<file path="config.mk">
export PLATFORM = sky130hd
export DESIGN_NAME = ps2_rx_ctrl
export DESIGN_NICKNAME = d
export VERILOG_FILES = /design/src/rtl/ps2_pkg.sv /design/src/rtl/ps2_rx_ctrl_clk_filter.sv /design/src/rtl/ps2_rx_ctrl.sv
export SDC_FILE = /design/constraint.sdc
export NUM_CORES = 1
export LEC_CHECK = 0
export ABC_AREA = 1
export BUFFER_PORTS_ARGS = -buffer_cell sky130_fd_sc_hd__buf_2
export CORE_MARGIN = 2
export CORE_UTILIZATION = 34
export DETAILED_ROUTE_END_ITERATION = 6
export PLACE_DENSITY = 0.54
export SYNTH_ARGS = -nofsm -noshare
export SYNTH_HDL_FRONTEND = slang
export SYNTH_SLANG_ARGS = --single-unit
</file>
<file path="constraint.sdc">
create_clock -name clk -period 3.5 [get_ports clk]
set_input_delay 0.7 -clock clk [delete_from_list [all_inputs] [get_ports clk]]
set_output_delay 0.7 -clock clk [all_outputs]
set_load 0.01 [all_outputs]
</file>
<file path="src/rtl/ps2_pkg.sv">
// Shared types and constants for the PS/2 receive path.
package ps2_pkg;

  localparam int unsigned PS2_DATA_BITS       = 8;
  localparam int unsigned PS2_FRAME_BITS      = 11;
  localparam int unsigned PS2_DEFAULT_TIMEOUT = 5000;

  typedef enum logic [1:0] {
    ST_IDLE,
    ST_DATA,
    ST_PARITY,
    ST_STOP
  } ps2_rx_state_t;

endpackage

</file>
<file path="src/rtl/ps2_rx_ctrl_clk_filter.sv">
// ps2_clk synchronizer, glitch filter and one-cycle falling-edge strobe.
module ps2_clk_filter #(
  parameter int unsigned SYNC_STAGES = 2,
  parameter int unsigned FILTER_LEN  = 4
) (
  input  logic clk,
  input  logic rst_n,
  input  logic ps2_clk,
  output logic fall_stb
);

  localparam int unsigned CNT_W = $clog2(FILTER_LEN + 1);

  logic [SYNC_STAGES-1:0] sync_q;
  logic                   filt_q;
  logic                   filt_prev_q;
  logic [CNT_W-1:0]       cnt_q;
  logic                   sync_out;

  assign sync_out = sync_q[SYNC_STAGES-1];

  // Filtered level follows the synchronized line only after FILTER_LEN equal samples.
  always_ff @(posedge clk or negedge rst_n) begin
    if (!rst_n) begin
      sync_q      <= '1;
      filt_q      <= 1'b1;
      filt_prev_q <= 1'b1;
      cnt_q       <= '0;
      fall_stb    <= 1'b0;
    end else begin
      sync_q      <= {sync_q[SYNC_STAGES-2:0], ps2_clk};
      filt_prev_q <= filt_q;
      fall_stb    <= filt_prev_q & ~filt_q;
      if (sync_out != filt_q) begin
        if (cnt_q == CNT_W'(FILTER_LEN - 1)) begin
          filt_q <= sync_out;
          cnt_q  <= '0;
        end else begin
          cnt_q  <= cnt_q + CNT_W'(1);
        end
      end else begin
        cnt_q <= '0;
      end
    end
  end

endmodule

</file>
<file path="src/rtl/ps2_rx_ctrl.sv">
// PS/2 device-to-host receiver: frame FSM, shift/holding registers, timeout.
// Define PS2_RX_PARITY_CHECK_EN to enable odd-parity checking.
module ps2_rx_ctrl
  import ps2_pkg::*;
#(
  parameter int unsigned SYNC_STAGES    = 2,
  parameter int unsigned FILTER_LEN     = 4,
  parameter int unsigned TIMEOUT_CYCLES = PS2_DEFAULT_TIMEOUT
) (
  input  logic                     clk,
  input  logic                     rst_n,
  input  logic                     ps2_clk,
  input  logic                     ps2_data,
  input  logic                     rx_ack,
  output logic [PS2_DATA_BITS-1:0] rx_data,
  output logic                     rx_valid,
  output logic                     overrun,
  output logic                     parity_err,
  output logic                     frame_err
);

  localparam int unsigned TMO_W = $clog2(TIMEOUT_CYCLES);

  ps2_rx_state_t            state;
  logic [PS2_DATA_BITS-1:0] shreg;
  logic [2:0]               bit_cnt;
  logic                     par_ok;
  logic [TMO_W-1:0]         tmo_cnt;
  logic [SYNC_STAGES-1:0]   data_sync_q;
  logic                     data_s;
  logic                     fall_stb;

  ps2_clk_filter #(
    .SYNC_STAGES (SYNC_STAGES),
    .FILTER_LEN  (FILTER_LEN)
  ) u_clk_filter (
    .clk      (clk),
    .rst_n    (rst_n),
    .ps2_clk  (ps2_clk),
    .fall_stb (fall_stb)
  );

  // Data line is only synchronized; it is sampled well after it settles.
  always_ff @(posedge clk or negedge rst_n) begin
    if (!rst_n) data_sync_q <= '1;
    else        data_sync_q <= {data_sync_q[SYNC_STAGES-2:0], ps2_data};
  end

  assign data_s = data_sync_q[SYNC_STAGES-1];

  always_ff @(posedge clk or negedge rst_n) begin
    if (!rst_n) begin
      state      <= ST_IDLE;
      shreg      <= '0;
      bit_cnt    <= '0;
      par_ok     <= 1'b0;
      tmo_cnt    <= '0;
      rx_data    <= '0;
      rx_valid   <= 1'b0;
      overrun    <= 1'b0;
      parity_err <= 1'b0;
      frame_err  <= 1'b0;
    end else begin
      parity_err <= 1'b0;
      frame_err  <= 1'b0;

      if (rx_ack && rx_valid) begin
        rx_valid <= 1'b0;
        overrun  <= 1'b0;
      end

      if (fall_stb) begin
        tmo_cnt <= '0;
        unique case (state)
          ST_IDLE: begin
            if (!data_s) begin
              state   <= ST_DATA;
              bit_cnt <= '0;
            end else begin
              frame_err <= 1'b1;
            end
          end
          ST_DATA: begin
            shreg   <= {data_s, shreg[PS2_DATA_BITS-1:1]};
            bit_cnt <= bit_cnt + 3'd1;
            if (bit_cnt == 3'd7) state <= ST_PARITY;
          end
          ST_PARITY: begin
`ifdef PS2_RX_PARITY_CHECK_EN
            par_ok <= (^shreg) ^ data_s;
`else
            par_ok <= 1'b1;
`endif
            state <= ST_STOP;
          end
          ST_STOP: begin
            state <= ST_IDLE;
            if (!data_s) begin
              frame_err <= 1'b1;
            end else if (!par_ok) begin
`ifdef PS2_RX_PARITY_CHECK_EN
              parity_err <= 1'b1;
`endif
            end else if (!rx_valid || rx_ack) begin
              rx_data  <= shreg;
              rx_valid <= 1'b1;
            end else begin
              overrun <= 1'b1;
            end
          end
          default: state <= ST_IDLE;
        endcase
      end else if (state == ST_IDLE) begin
        tmo_cnt <= '0;
      end else if (tmo_cnt == TMO_W'(TIMEOUT_CYCLES - 1)) begin
        // Stalled partial frame: abort and wait for a fresh start bit.
        state     <= ST_IDLE;
        frame_err <= 1'b1;
        shreg     <= '0;
        bit_cnt   <= '0;
      end else begin
        tmo_cnt <= tmo_cnt + TMO_W'(1);
      end
    end
  end

endmodule

</file>
==> summary.md <==
| Metric | Value |
|---|---|
| Status | `completed` |
| Synthesized flop and latch total | `48` |
| Reg2reg end | `shreg[5]$_DFFE_PN0P_` |
| Worst Hold Class | `reg -> reg` |
| Post-synth EDFFs | `0` |
| Crit path required time | `3.69 ns` |
| Worst skew pair latency | `0.30 ns` |
| Netlist Area Pre-Place | `0.002351 sq mm` |
| Post-synth cell types | `34` |
| Synth async-reset ratio | `100.0%` |
| Antenna violations before repair | `0` |
| Pre-Repair DR Iteration Count | `5` |
| TNS Setup | `0 ns` |
| IO Pins | `17` |
| Largest cells by area after synthesis | `dfrtp_1, nand2_1, dfstp_2` |
| CP endpoint | `shreg[5]$_DFFE_PN0P_` |
| Slowest-stage cell, CP | `dfrtp_1` |
| Mean Syn Cell Area | `8.838 sq um` |
| Die area | `0.007596 sq mm` |
| Clk pin slew, worst setup/hold paths | `0.09 ns` |
| FMAX | `567.5 MHz` |
| Vias in the first global route | `1,647` |
| Commonest non-fill, non-tap cells in the layout | `nand2_1, dfrtp_1, nand3_1, nor2_1, inv_1` |
| Fin. max-slew vios | `0` |
| Sequential area share after synthesis | `51.41%` |
| Synth top area share | `44.70%` |
| Cell taking the most area after synthesis | `dfrtp_1` |
| Total grt overflow | `0` |
| RSZ-0062 raised after global routing | `false` |
| Worst EP arrival | `1.95 ns` |
| Initial Util | `34.80%` |
| Setup WS pre-CTS | `1.723 ns` |
| Vias per cell | `4.835` |
| Worst r2r path cells | `6` |
| # clock sinks | `48` |
| Slew HR | `29.27%` |
| Ant diodes | `0` |
| Setup crit start kind | `flip-flop` |
| Die width | `87.16 um` |
| Core area | `0.006756 sq mm` |
| Root buffer cell | `clkbuf_8` |
| H-tree depth | `2` |
| Post-CTS Setup Bufs | `0` |
| Nature of the critical path endpoint | `flip-flop` |
| Most common cell after layout, fill and taps aside | `nand2_1` |
| Critical path's top delay family | `simple AND/OR/NAND/NOR gates` |
| WL/cell | `11.95 um` |
| Area growth from synthesis to layout | `10.75%` |
| Setup ws final | `1.738 ns` |
| CTS tree | `yes` |
| CTS Buffer Depth | `2` |
| Final instance area | `0.002604 sq mm` |
| Number of remaining DRC errors | `0` |
| Post_cts resized | `0` |
| Power per Cell Area | `528.4 mW/mm^2` |
| Post-route ant nets | `0` |
| Max-Cap Viols | `0` |
| YS warnings | `0` |
| Final cycle utilization of the critical path | `50.35%` |
| Levels on crit path | `6` |
| WP buf/inv | `1` |
| Placer Congestion | `0.8469` |
| Dpl cell area | `0.002482 sq mm` |
| Final setup fails | `0` |
| Hold buffers post-CTS | `0` |
| Largest net degree at the start of global routing | `49` |
| DRT iter0 DRCs | `146` |
| First-pass GRT wire length | `7.548 mm` |
| Layout cells sized above 1 | `19.08%` |
| Clk_skew | `0.008549 ns` |
| Most frequent CP cell | `nand3_1` |
| CP startpoint | `state[0]$_DFFE_PN0P_` |
| Worst reg2reg setup slack | `1.74 ns` |
| Final Util | `38.54%` |
| Leak Pwr | `1.292 nW` |
| IO buf count | `15` |
| # rows | `30` |
| FF-to-FF Start | `state[0]$_DFFE_PN0P_` |
| Worst Max-Slew Pin Slew | `1.061 ns` |
| Drt total wl | `4.338 mm` |
| Cells along the critical path | `inv_1 > ha_1 > nor2_4 > nand3_1 > nand3_1 > nand2_1` |
| DP HPWL | `3.082 mm` |
| Nets@finish | `295` |
| Delay of the slowest critical-path stage | `0.40 ns` |
| CTS buffer count | `5` |
| Syn nets | `279` |
| VDD IR max | `227.6 uV` |
| Gate Count Post-Synth | `266` |
| Vias | `1,755` |
| CP Class | `reg -> reg` |
| Minimum clock period | `1.762 ns` |
| Total GRT Usage | `12.46%` |
| CP max FO | `11` |
| Main synth FF type | `dfrtp_1` |
| Die height | `87.16 um` |
| Fin. Hold Viols | `0` |
-- synthesized netlist by cell type (4+ instances only) --
cell type and number:
inv_1 23, nor2_1 26, nand3_1 27, o21ai_0 12, nor3_1 5, inv_2 4, dfstp_2 6, ha_1 8
nand2_2 5, nand2_1 65, dfrtp_1 42, nand4_1 6
-- cells by family (layout without fill, tap and decap cells) --
group	Yosys count	count (layout)	share of synthesized area, %
simple gates	147	147	29.70
flops	48	48	51.41
buf+inv	34	51	6.333
compound gates	22	22	5.801
fa+ha+maj	8	8	4.258
xor+xnor	5	5	1.863
other cells	1	1	0.1595
mux	1	1	0.4789
-- flip-flops by register name, indices dropped and copies added, names as in the netlist --
signal and flops:
u_clk_filter.filt_q 1, u_clk_filter.sync_q 2, bit_cnt 3, u_clk_filter.cnt_q 3
rx_valid 1, frame_err 1, rx_data 8, shreg 8
u_clk_filter.fall_stb 1, par_ok 1, u_clk_filter.filt_prev_q 1, data_sync_q 2
overrun 1, state 2, tmo_cnt 13
-- worst register-to-register path: stages (launching register included) --
cell     delay (ns)
dfrtp_1        0.40
inv_1          0.07
ha_1           0.33
nor2_4         0.24
nand3_1        0.36
nand3_1        0.18
nand2_1        0.06
-- report_power, final --
part / leakage (nW) / switching [mW] / internal [mW]
Sequential: 0.643 / 0.0589 / 0.621
Clock: 0.0614 / 0.193 / 0.234
Combinational: 0.588 / 0.177 / 0.0925
-- area by class of cell --
cell class	instances	area, sq um
Fill cell	674	4153
Multi-Input combinational cell	184	993.5
Inverter	28	105.1
Tap cell	80	100.1
Clock inverter	2	38.79
Clock buffer	6	82.58
Sequential cell	48	1209
Timing Repair Buffer	15	75.07
-- worst min path at each step --
stage,start,to,depth (start not counted)
after global routing,data_sync_q[0]$_DFF_PN1_,data_sync_q[1]$_DFF_PN1_,0
final,data_sync_q[0]$_DFF_PN1_,data_sync_q[1]$_DFF_PN1_,0
after CTS,data_sync_q[0]$_DFF_PN1_,data_sync_q[1]$_DFF_PN1_,0
after floorplan,data_sync_q[0]$_DFF_PN1_,data_sync_q[1]$_DFF_PN1_,0
after detailed placement,data_sync_q[0]$_DFF_PN1_,data_sync_q[1]$_DFF_PN1_,0
after global placement,data_sync_q[0]$_DFF_PN1_,data_sync_q[1]$_DFF_PN1_,0
-- metal layers --
metal / up-vias / part of all wire (%) / GRT usage, %
li1: 880 / - / -
met1: 834 / 50 / 17.32
met2: 39 / 46 / 19.78
met3: 2 / 3.8 / 2.938
met4: 0 / 0.41 / 2.937
met5: - / 0 / 0
-- metrics by stage --
step                cells  power [mW]  hold WS [ns]
floorplan             266      0.9018        0.3452
global placement      355      0.9608        0.3472
detailed placement    355      0.9640        0.3481
CTS                   363       1.394        0.3618
global route          363       1.465        0.3644
finish                363       1.376        0.3602
Note: power is estimated with default switching activity, not from simulation.
